`src/rtl/onchip_mem_arbiter.sv`:
```
// Round-robin arbiter letting two Avalon-MM masters share one single-port on-chip RAM.
// One access per cycle; read data returns with fixed one-cycle latency via readdatavalid.
`timescale 1ns/1ps
module onchip_mem_arbiter #(
    parameter int ADDR_W = 14,
    parameter int DATA_W = 16,
    parameter int BE_W   = 2,
    parameter int DEPTH  = 15360
) (
    input  logic              clk,
    input  logic              reset_n,

    input  logic [ADDR_W-1:0] m0_address,
    input  logic [BE_W-1:0]   m0_byteenable,
    input  logic              m0_read,
    input  logic              m0_write,
    input  logic [DATA_W-1:0] m0_writedata,
    output logic              m0_waitrequest,
    output logic [DATA_W-1:0] m0_readdata,
    output logic              m0_readdatavalid,

    input  logic [ADDR_W-1:0] m1_address,
    input  logic [BE_W-1:0]   m1_byteenable,
    input  logic              m1_read,
    input  logic              m1_write,
    input  logic [DATA_W-1:0] m1_writedata,
    output logic              m1_waitrequest,
    output logic [DATA_W-1:0] m1_readdata,
    output logic              m1_readdatavalid,

    output logic [ADDR_W-1:0] mem_address,
    output logic [BE_W-1:0]   mem_byteenable,
    output logic              mem_chipselect,
    output logic              mem_write,
    output logic [DATA_W-1:0] mem_writedata,
    output logic              mem_clken,
    input  logic [DATA_W-1:0] mem_readdata
);

    localparam logic [ADDR_W:0] DEPTH_W = DEPTH[ADDR_W:0];

    logic req0, req1, grant0, grant1, any_grant, sel;
    logic sel_read, sel_write, in_range;
    logic last_grant_q, last_grant_d;
    logic rd_valid_q, rd_valid_d;
    logic rd_owner_q, rd_owner_d;
    logic rd_oor_q, rd_oor_d;
    logic [DATA_W-1:0] rd_data;

    always_comb begin
        req0      = m0_read | m0_write;
        req1      = m1_read | m1_write;
        // On contention the master that was not granted last time wins.
        grant0    = req0 & (~req1 | last_grant_q);
        grant1    = req1 & (~req0 | ~last_grant_q);
        any_grant = grant0 | grant1;
        // With no grant, the mux stays on the last-granted master.
        sel       = grant1 | (~grant0 & last_grant_q);

        mem_address    = sel ? m1_address    : m0_address;
        mem_byteenable = sel ? m1_byteenable : m0_byteenable;
        mem_writedata  = sel ? m1_writedata  : m0_writedata;
        sel_read       = sel ? m1_read       : m0_read;
        sel_write      = sel ? m1_write      : m0_write;
        in_range       = ({1'b0, mem_address} < DEPTH_W);

        mem_write      = any_grant & sel_write;
        mem_chipselect = any_grant & in_range;
        mem_clken      = 1'b1;

        last_grant_d   = any_grant ? grant1 : last_grant_q;
        // A simultaneous write takes precedence; the read half is dropped.
        rd_valid_d     = any_grant & sel_read & ~sel_write;
        rd_owner_d     = rd_valid_d & sel;
        rd_oor_d       = rd_valid_d & ~in_range;
    end

    always_ff @(posedge clk or negedge reset_n) begin
        if (!reset_n) begin
            last_grant_q <= 1'b1;
            rd_valid_q   <= 1'b0;
            rd_owner_q   <= 1'b0;
            rd_oor_q     <= 1'b0;
        end else begin
            last_grant_q <= last_grant_d;
            rd_valid_q   <= rd_valid_d;
            rd_owner_q   <= rd_owner_d;
            rd_oor_q     <= rd_oor_d;
        end
    end

    assign m0_waitrequest   = req0 & ~grant0;
    assign m1_waitrequest   = req1 & ~grant1;

    assign rd_data          = (rd_valid_q & ~rd_oor_q) ? mem_readdata : '0;
    assign m0_readdatavalid = rd_valid_q & ~rd_owner_q;
    assign m1_readdatavalid = rd_valid_q &  rd_owner_q;
    assign m0_readdata      = m0_readdatavalid ? rd_data : '0;
    assign m1_readdata      = m1_readdatavalid ? rd_data : '0;

endmodule

```
`config.mk`:
```
export PLATFORM = sky130hd
export DESIGN_NAME = onchip_mem_arbiter
export DESIGN_NICKNAME = d
export VERILOG_FILES = /design/src/rtl/onchip_mem_arbiter.sv
export SDC_FILE = /design/constraint.sdc
export NUM_CORES = 1
export LEC_CHECK = 0
export CAP_MARGIN = 20
export CORE_MARGIN = 4
export CORE_UTILIZATION = 23
export CTS_CLUSTER_SIZE = 30
export DETAILED_ROUTE_END_ITERATION = 8
export PLACE_DENSITY = 0.84
export SYNTH_ARGS = -nofsm -noshare
export SYNTH_HDL_FRONTEND = slang
export SYNTH_SLANG_ARGS = --single-unit
export TNS_END_PERCENT = 50
```
`constraint.sdc`:
```
create_clock -name clk -period 2.3 [get_ports clk]
set_input_delay 0.46 -clock clk [delete_from_list [all_inputs] [get_ports clk]]
set_output_delay 0.46 -clock clk [all_outputs]
set_load 0.01 [all_outputs]
```
# ---- Word level (Yosys, flattened, before mapping)
# Cells that the tools add are included.
dict set report classes {
  bitwise_logic 29
  n_lt_le_gt_ge 1
  muxes 8
}
# cell n
set ops {}
lappend ops {{16-bit 2-to-1 mux} 4}
lappend ops {{1-bit bitwise AND} 14}
lappend ops {{14-bit less-than comparator, second input constant} 1}
lappend ops {{14-bit 2-to-1 mux} 1}
lappend ops {{1-bit NOT} 9}
lappend ops {{1-bit OR} 6}
lappend ops {{1-bit 2-to-1 mux} 2}
lappend ops {{2-bit 2-to-1 mux} 1}
dict set report word_totals {
  reg_bits 4
  input_bits 86
  elab_cells 42
}

# ---- Longest topological paths before layout
# Gate-level depths: netlist of the first run.
dict set report depth {
  ltp_word 11
  depth_mapped 5
  ltp_nobuf 3
}

# ---- Worst setup path before layout of the first run
# Ideal clock, no wire load.
dict set report synth_timing {
  path_kind {reg-to-output}
  from {register last_grant_q}
  to {output mem_address[10]}
  t_arrival_ns 1.537
  path_stages_with_launch 6
  path_slack_ns 0.303
  path_buffers 2
  required_time_ns 1.840
  path_cell_list {dfstp_2 > o21ba_4 > or2_1 > buf_6 > buf_12 > mux2_4}
}
dict set report synth_between {
  elab_chain_cells 6
}
# element line
set synth_rtl {}
lappend synth_rtl {{start: declaration} 44} ;# logic last_grant_q, last_grant_d;
lappend synth_rtl {{start signal: assignment} 85} ;# last_grant_q <= last_grant_d;
lappend synth_rtl {{1-bit OR} 54} ;# grant0 = req0 & (~req1 | last_grant_q);
lappend synth_rtl {{1-bit bitwise AND} 54}
lappend synth_rtl {{1-bit NOT} 58} ;# sel = grant1 | (~grant0 & last_grant_q);
lappend synth_rtl {{1-bit bitwise AND} 58}
lappend synth_rtl {{1-bit OR (*)} 58}
lappend synth_rtl {{14-bit 2-to-1 mux (*)} 60} ;# mem_address = sel ? m1_address : m0_address;
lappend synth_rtl {{end: declaration} 31} ;# output logic [ADDR_W-1:0] mem_address,
# Every way passes the cells marked *; elsewhere a longest branch is shown, timed or not.

# ---- Worst setup path in the final report of the first run
dict set report layout_timing {
  from {register last_grant_q}
  to {output mem_address[6]}
}
# Same word-level chain as after synthesis.

==> results.md, run 1 <==
* Nets in the synthesized netlist at 190
* Share of the clock period used by the worst path at 105%
* Clock sink total at 4
* First-pass detailed-route iteration total at 2
* Syn-to-layout area delta at 179%
* Crit path top cell by count: sky130_fd_sc_hd__buf_6
* Failing checks: negative setup slack
* Most used flip-flop cell after synthesis: sky130_fd_sc_hd__dfrtp_1
* Antenna diode count at 0
* Number of nets with antenna violations after routing at 0
* Post-route minimum period at 2400 ps
* Final weighted congestion of routability-driven global placement at 0.703
* Mean instance size in the synthesized netlist at 10.0 µm²
* Clk Tree Root Cell: sky130_fd_sc_hd__clkbuf_8
* Per-cell via count in the routed design at 4.43
* Number of port buffers at 155
* Wire per inst at 14.7 µm
* Type of the setup path with the least slack: reg -> out
* Largest net degree at the start of global routing at 17
* Die area at 5680 µm²
* Hold Fails Final Rpt at 0
* Sequential share of the synthesized area at 9.70%
* Cell Chain, Critical Path: o21ba_4, or2_4, buf_6, buf_16, mux2_4, buf_6
* Max Fanout on Critical Path at 5
* Maximum buffer depth of the clock tree at 2
* Insertion delay to the later sink of the worst-skew pair at 220 ps
* I/O pin cnt at 157
* Clock-pin transition on the worst setup and hold timing paths at 30 ps
* Design area at 2910 µm²
* Path class of the lowest-slack min-delay path: in -> async
* First-pass GRT wire length at 6.79 mm
* Post-detailed-routing wire length at 4.83 mm
* RSZ-0062 raised after global routing: true
* Power per cell area at 419 nW/µm²
* Yosys warning total at 0
* Setup violation total in the final timing report at 14
* Arrival @ worst endpoint at 1940 ps
* Area leader, netlist: sky130_fd_sc_hd__mux2_4
* Pleak at 1.32 nW
* Ratio of cells with drive above 1 in the final layout at 33.7%
* Fraction of synthesized cell area taken by the top area cell type at 40.2%
* H-tree lvl count at 1
* Post-synth EDFFs at 0
* Post-synth ARST share at 100%
* Half-perimeter wire length of the detailed placement result at 4.13 mm
* Floorplan die height at 75.4 µm
* Worst-case clock skew at 3.09 ps
* FF+latch count, synth at 4
* Cell types with the largest area share after synthesis: sky130_fd_sc_hd__mux2_4, sky130_fd_sc_hd__and2_1, sky130_fd_sc_hd__dfrtp_1
* CP max stage cell: sky130_fd_sc_hd__dfstp_2
* Required time of the critical path at 1840 ps
* Synthesized instance count at 104
* DRC marker count from the first detailed-route iteration at 21
* Min setup slack post-route at -104 ps
* Number of nets in the layout at 363
* Remaining Overflow, GRT at 0
* Post-Route Setup TNS at -1380 ps
* Cell area after synthesis at 1040 µm²
* Total via count in the routed design at 1,454
* Core region area at 4380 µm²
* Most common library cells after synthesis: sky130_fd_sc_hd__and2_1, sky130_fd_sc_hd__mux2_4, sky130_fd_sc_hd__mux2_2
* Combined global-route utilization of all metal layers at 15.6%
* # rows at 24
* Vias in the first global route at 1,428
* Starting utilization of the core area at 23.8%
* CTS tree: built
* Status: finished with violations
* Type of element launching the critical path: flop
* Number of pins exceeding their max-slew limit in the final report at 0
* Biggest cell delay along the critical path at 550 ps
* Count of different cell masters after synthesis at 31
* Worst vdd ir at 0.218 mV
* Cell area after placement at 2710 µm²
* Number of antenna violations at the first check in global routing at 0
* Leading cell type by number of instances after synthesis: sky130_fd_sc_hd__and2_1
* Number of maximum-capacitance constraint violations at 0
* FMAX at 416 MHz
* Number of buffers inserted during clock tree synthesis at 3
* DRC Markers at 0
* Die span in x at 75.4 µm
* CP endpoint kind: output port
==> layout make-up <==
class | count | area, µm²
timing repair buffer | 175 | 1830
fill | 362 | 1470
multi-input combinational | 93 | 876
sequential | 4 | 101
tap | 52 | 65.1
clock buffer | 4 | 45.0
==> flip-flops by register name (all words and copies together), names as in the netlist <==
register      cells
last_grant_q      1
rd_oor_q          1
rd_owner_q        1
rd_valid_q        1
==> worst max-delay path, delay by kind of cell, from the launching register on <==
kind / cells / cell delay [ps]
DFF: 1 / 550
muxes: 1 / 300
and+or+nand+nor: 1 / 300
buffers and inverters: 3 / 410
AOI/OAI and AO/OA: 1 / 170
==> through the flow <==
stage	std cells	worst slack [ps]	hold slack (ps)	power, W	utilization (%)
3_5_place_dp	319	-616	674	0.000943	61.7
3_3_place_gp	319	-599	670	0.000932	61.7
5_1_grt	328	-153	459	0.00129	66.4
2_1_floorplan	104	303	164	0.000496	-
6_report	328	-104	434	0.00122	66.4
4_1_cts	329	-97.4	440	0.00122	65.3
==> kinds of logic (layout without fill, tap and decap cells) <==
kind of cell    after synthesis  after routing  synth area share (%)
mux                          32             32                  44.6
flops                         4              4                  9.70
compound gates               10             10                  7.43
simple gates                 50             50                  30.2
other cells                   1              1                 0.359
buf+inv                       7            179                  7.78
==> timing repair <==
item,in CTS,in global routing
cloned,3,0
pin swaps,2,1
setup endpoints to repair,36,43
setup buffers,3,0
hold buffers,0,0
resized for setup,159,17
==> layer usage <==
layer | wire (µm) | GRT usage (%)
met3 | 757 | 5.67
met5 | 0 | 0
met2 | 2590 | 31.8
met1 | 1450 | 14.4
met4 | 27 | 3.50
==> path summary, 6_finish.rpt <==
path,from,endpoint,slack (ps),cells after the start
max,last_grant_q,mem_address[6],-100,6
min,reset_n,rd_owner_q,430,1
max reg2reg,last_grant_q,rd_oor_q,750,4
min reg2reg,last_grant_q,rd_valid_q,740,3
max in group asynchronous,reset_n,last_grant_q,1630,1
min in group clk,last_grant_q,rd_valid_q,740,3
==> cell usage in the layout (no fill, tap or decap), types with 3 or more instances in the layout <==
cell | synthesis | routed
sky130_fd_sc_hd__clkdlybuf4s50_1 | 0 | 115
sky130_fd_sc_hd__and2_1 | 33 | 33
sky130_fd_sc_hd__buf_6 | 1 | 32
sky130_fd_sc_hd__mux2_4 | 28 | 29
sky130_fd_sc_hd__buf_4 | 1 | 13
sky130_fd_sc_hd__dlygate4sd2_1 | 0 | 5
sky130_fd_sc_hd__mux2_2 | 4 | 3
sky130_fd_sc_hd__nand2_1 | 3 | 3
sky130_fd_sc_hd__clkbuf_8 | 0 | 3
sky130_fd_sc_hd__dlymetal6s2s_1 | 0 | 3
sky130_fd_sc_hd__buf_12 | 2 | 3
sky130_fd_sc_hd__dfrtp_1 | 3 | 3
==> power breakdown <==
part           internal [W]  switching [W]  total (W)
Sequential        0.0000817     0.00000797  0.0000897
Clock              0.000119      0.0000419   0.000161
Combinational      0.000649       0.000322   0.000971
Total              0.000849       0.000372    0.00122
Note: power is estimated with default switching activity, not from simulation.
==> inputs of run 2 (changes only) <==
==> constraint.sdc (replaced) <==
create_clock -name clk -period 2.3 [get_ports clk]
set_input_delay 0.23 -clock clk [delete_from_list [all_inputs] [get_ports clk]]
set_output_delay 0.23 -clock clk [all_outputs]
set_load 0.01 [all_outputs]
==> run 2 against run 1 <==
The run now ends clean. Final area shrank 6.8%. Count of clock-buffer cells in the layout is the same. Clock skew grew 0.86 ps. Register-to-register slack is essentially flat. Worst setup slack gained 170 ps. Wire length shrank 1.7%. Critical path depth shrank 1. Combinational power shrank 17%. First-iteration DRC count shrank 67%. Critical endpoint is now mem_writedata[9]. Largest cell class unchanged. Largest power group unchanged.
==> results.md, run 2 (same netlist as run 1, synthesis figures left out) <==
* Status: finished, final reports clean
* Setup violation total in the final timing report at 0 (-14)
* # rows at 24 (unchanged)
* Number of antenna violations at the first check in global routing at 0 (unchanged)
* Clock sink total at 4 (unchanged)
* Reg-to-reg startpoint: last_grant_q
* Path class of the lowest-slack min-delay path: in -> async
* Comb power frac at 76.5% (-3.0 points)
* FMAX at 448 MHz (+7.7%)
* Post-detailed-routing wire length at 4.75 mm (-1.7%)
* Half-perimeter wire length of the detailed placement result at 4.22 mm (+2.1%)
* Floorplan die height at 75.4 µm (unchanged)
* Number of pins exceeding their max-slew limit in the final report at 0 (unchanged)
* End-of-flow core utilization at 61.9% (-4.5 points)
* Pleak at 1.20 nW (-9.6%)
* Worst-case reg-to-reg path depth at 4 (unchanged)
* Design area at 2720 µm² (-6.8%)
* Die area at 5680 µm² (unchanged)
* Biggest cell delay along the critical path at 550 ps (about the same)
* Share of the clock period used by the worst path at 97.0% (-7.5 points)
* Max Fanout on Critical Path at 8 (+3)
* Number of buffers inserted during clock tree synthesis at 3 (unchanged)
* Largest net degree at the start of global routing at 24 (+7)
* Setup slack of the worst register-to-register path at 750 ps (about the same)
* Clk Tree Root Cell: sky130_fd_sc_hd__clkbuf_8
* Number of buffers inserted to repair setup after CTS at 0 (-3)
* Tightest hold margin at 212 ps (-222 ps)
* Switching power of the nets at 0.000333 W (-11%)
* Clk pwr share at 15.1% (+1.9 points)
* Post-route minimum period at 2230 ps (-172 ps)
* Required time of the critical path at 2070 ps (+230 ps)
* H-tree lvl count at 1 (unchanged)
* Cell area after placement at 2680 µm² (-1.1%)
* Register share of total power at 8.5% (+1.2 points)
* Clock-pin transition on the worst setup and hold timing paths at 30 ps (about the same)
* Worst vdd ir at 0.170 mV (-22%)
* Ratio of cells with drive above 1 in the final layout at 19.4% (-14 points)
* Cell Chain, Critical Path: o21ba_4, or2_4, buf_4, mux2_4, dlygate4sd2_1
* Worst-case clock skew at 3.94 ps (+0.858 ps)
* Vias in the first global route at 1,376 (-3.6%)
* Remaining Overflow, GRT at 0 (unchanged)
* Die span in x at 75.4 µm (unchanged)
* Insertion delay to the later sink of the worst-skew pair at 220 ps (about the same)
* Maximum buffer depth of the clock tree at 2 (unchanged)
* DRC Markers at 0 (unchanged)
* Number of maximum-capacitance constraint violations at 0 (unchanged)
* Type of the setup path with the least slack: reg -> out
* Internal power at 0.000723 W (-15%)
* Count of hold-fix buffers inserted at cts at 0 (unchanged)
* Start point of the critical path: last_grant_q
* Number of instances in the placed design at 315 (-1.3%)
* Type of element launching the critical path: flop
* I/O pin cnt at 157 (unchanged)
* Most frequent cells in the layout: sky130_fd_sc_hd__clkdlybuf4s50_1, sky130_fd_sc_hd__and2_1, sky130_fd_sc_hd__dlygate4sd2_1, sky130_fd_sc_hd__mux2_4, sky130_fd_sc_hd__buf_4
* Number of port buffers at 155 (unchanged)
* First-pass GRT wire length at 6.30 mm (-7.2%)
* Number of nets in the layout at 355 (-2.2%)
* Starting utilization of the core area at 23.8% (unchanged)
* Area of the multi-input gates at 871 µm² (-0.57%)
* Number of inserted filler cells in the final layout at 413 (+14%)
* Final standard cell count with taps included and fillers excluded at 320 (-2.4%)
* Register Area at 101 µm² (unchanged)
* Most common cell after layout, fill and taps aside: sky130_fd_sc_hd__clkdlybuf4s50_1
* Sw Ratio at 31.5% (+1.0 points)
* Syn-to-layout area delta at 160%
* CP endpoint kind: output port
* Per-cell via count in the routed design at 4.40 (-0.74%)
* Arrival @ worst endpoint at 2000 ps (+60 ps)
* Number of nets with antenna violations after routing at 0 (unchanged)
* First-pass detailed-route iteration total at 4 (+2)
* Total via count in the routed design at 1,408 (-3.2%)
* Combined global-route utilization of all metal layers at 14.6% (-1.0 points)
* Wire per inst at 14.8 µm (+0.76%)
* Hold Fails Final Rpt at 0 (unchanged)
* Core region area at 4380 µm² (unchanged)
* Final weighted congestion of routability-driven global placement at 0.708 (+0.71%)
* Antenna diode count at 0 (unchanged)
* Power per cell area at 389 nW/µm² (-7.2%)
* DRC marker count from the first detailed-route iteration at 7 (-67%)
* CP max stage cell: sky130_fd_sc_hd__dfstp_2
* CTS tree: built
-- run 2: cell types whose count changed in the layout (fill, tap and decap cells not counted), sizes merged --
| cell | before | now |
|---|---|---|
| clkdlybuf4s15 | 0 | 1 |
| buf | 51 | 11 |
| dlymetal6s2s | 3 | 0 |
| clkdlybuf4s50 | 115 | 123 |
| dlygate4sd2 | 5 | 31 |
-- run 2: final cells by class --
class                      count  share of cell area [%]
timing repair buffer         167                    60.1
sequential                     4                    3.73
clock buffer                   4                    1.66
multi-input combinational     93                    32.1
tap                           52                    2.40
-- run 2: metal layers --
metal | track usage [%] | wire (µm) | up-vias
met1 | 12.0 | 1430 | 615
li1 | - | - | 688
met5 | 0 | 0 | -
met3 | 7.52 | 802 | 2
met4 | 2.91 | 22 | 0
met2 | 30.1 | 2490 | 103
-- run 2: critical path, delay by kind of cell, from the launching register on --
family | cells | cell delay (ps)
AO/OA/AOI/OAI | 1 | 160
buffers and inverters | 2 | 480
flip-flops | 1 | 550
multiplexers | 1 | 300
AND/OR/NAND/NOR | 1 | 280
-- run 2: power by group through the flow --
| stage | clock, W | combinational [W] | sequential (W) |
|---|---|---|---|
| CTS | 0.000164 | 0.000793 | 0.0000892 |
| global placement | 0 | 0.000838 | 0.0000896 |
| floorplan | 0 | 0.000406 | 0.0000898 |
| detailed placement | 0 | 0.000851 | 0.0000901 |
| finish | 0.000159 | 0.000808 | 0.0000895 |
| global route | 0.000172 | 0.000860 | 0.0000916 |
-- run 2: per-stage QoR --
step	setup TNS, ps	worst slack [ps]	total power [W]
after floorplan	0	533	0.000496
after global placement	-4040	-137	0.000927
after detailed placement	-4420	-183	0.000941
after CTS	0	12.7	0.00105
after global routing	-112	-16.5	0.00112
final	0	68.3	0.00106
-- run 2: timing repair --
item                                    CTS  global route
resized for setup                        33             2
gates cloned                              0             1
endpoints found under the setup margin   32            31
-- run 2: worst paths after layout --
check                              endpoint
hold / removal                     rd_oor_q
setup reg to reg                   rd_oor_q
max in group asynchronous      last_grant_q
min in group clk                 rd_valid_q
hold reg to reg                  rd_valid_q
setup / recovery           mem_writedata[9]
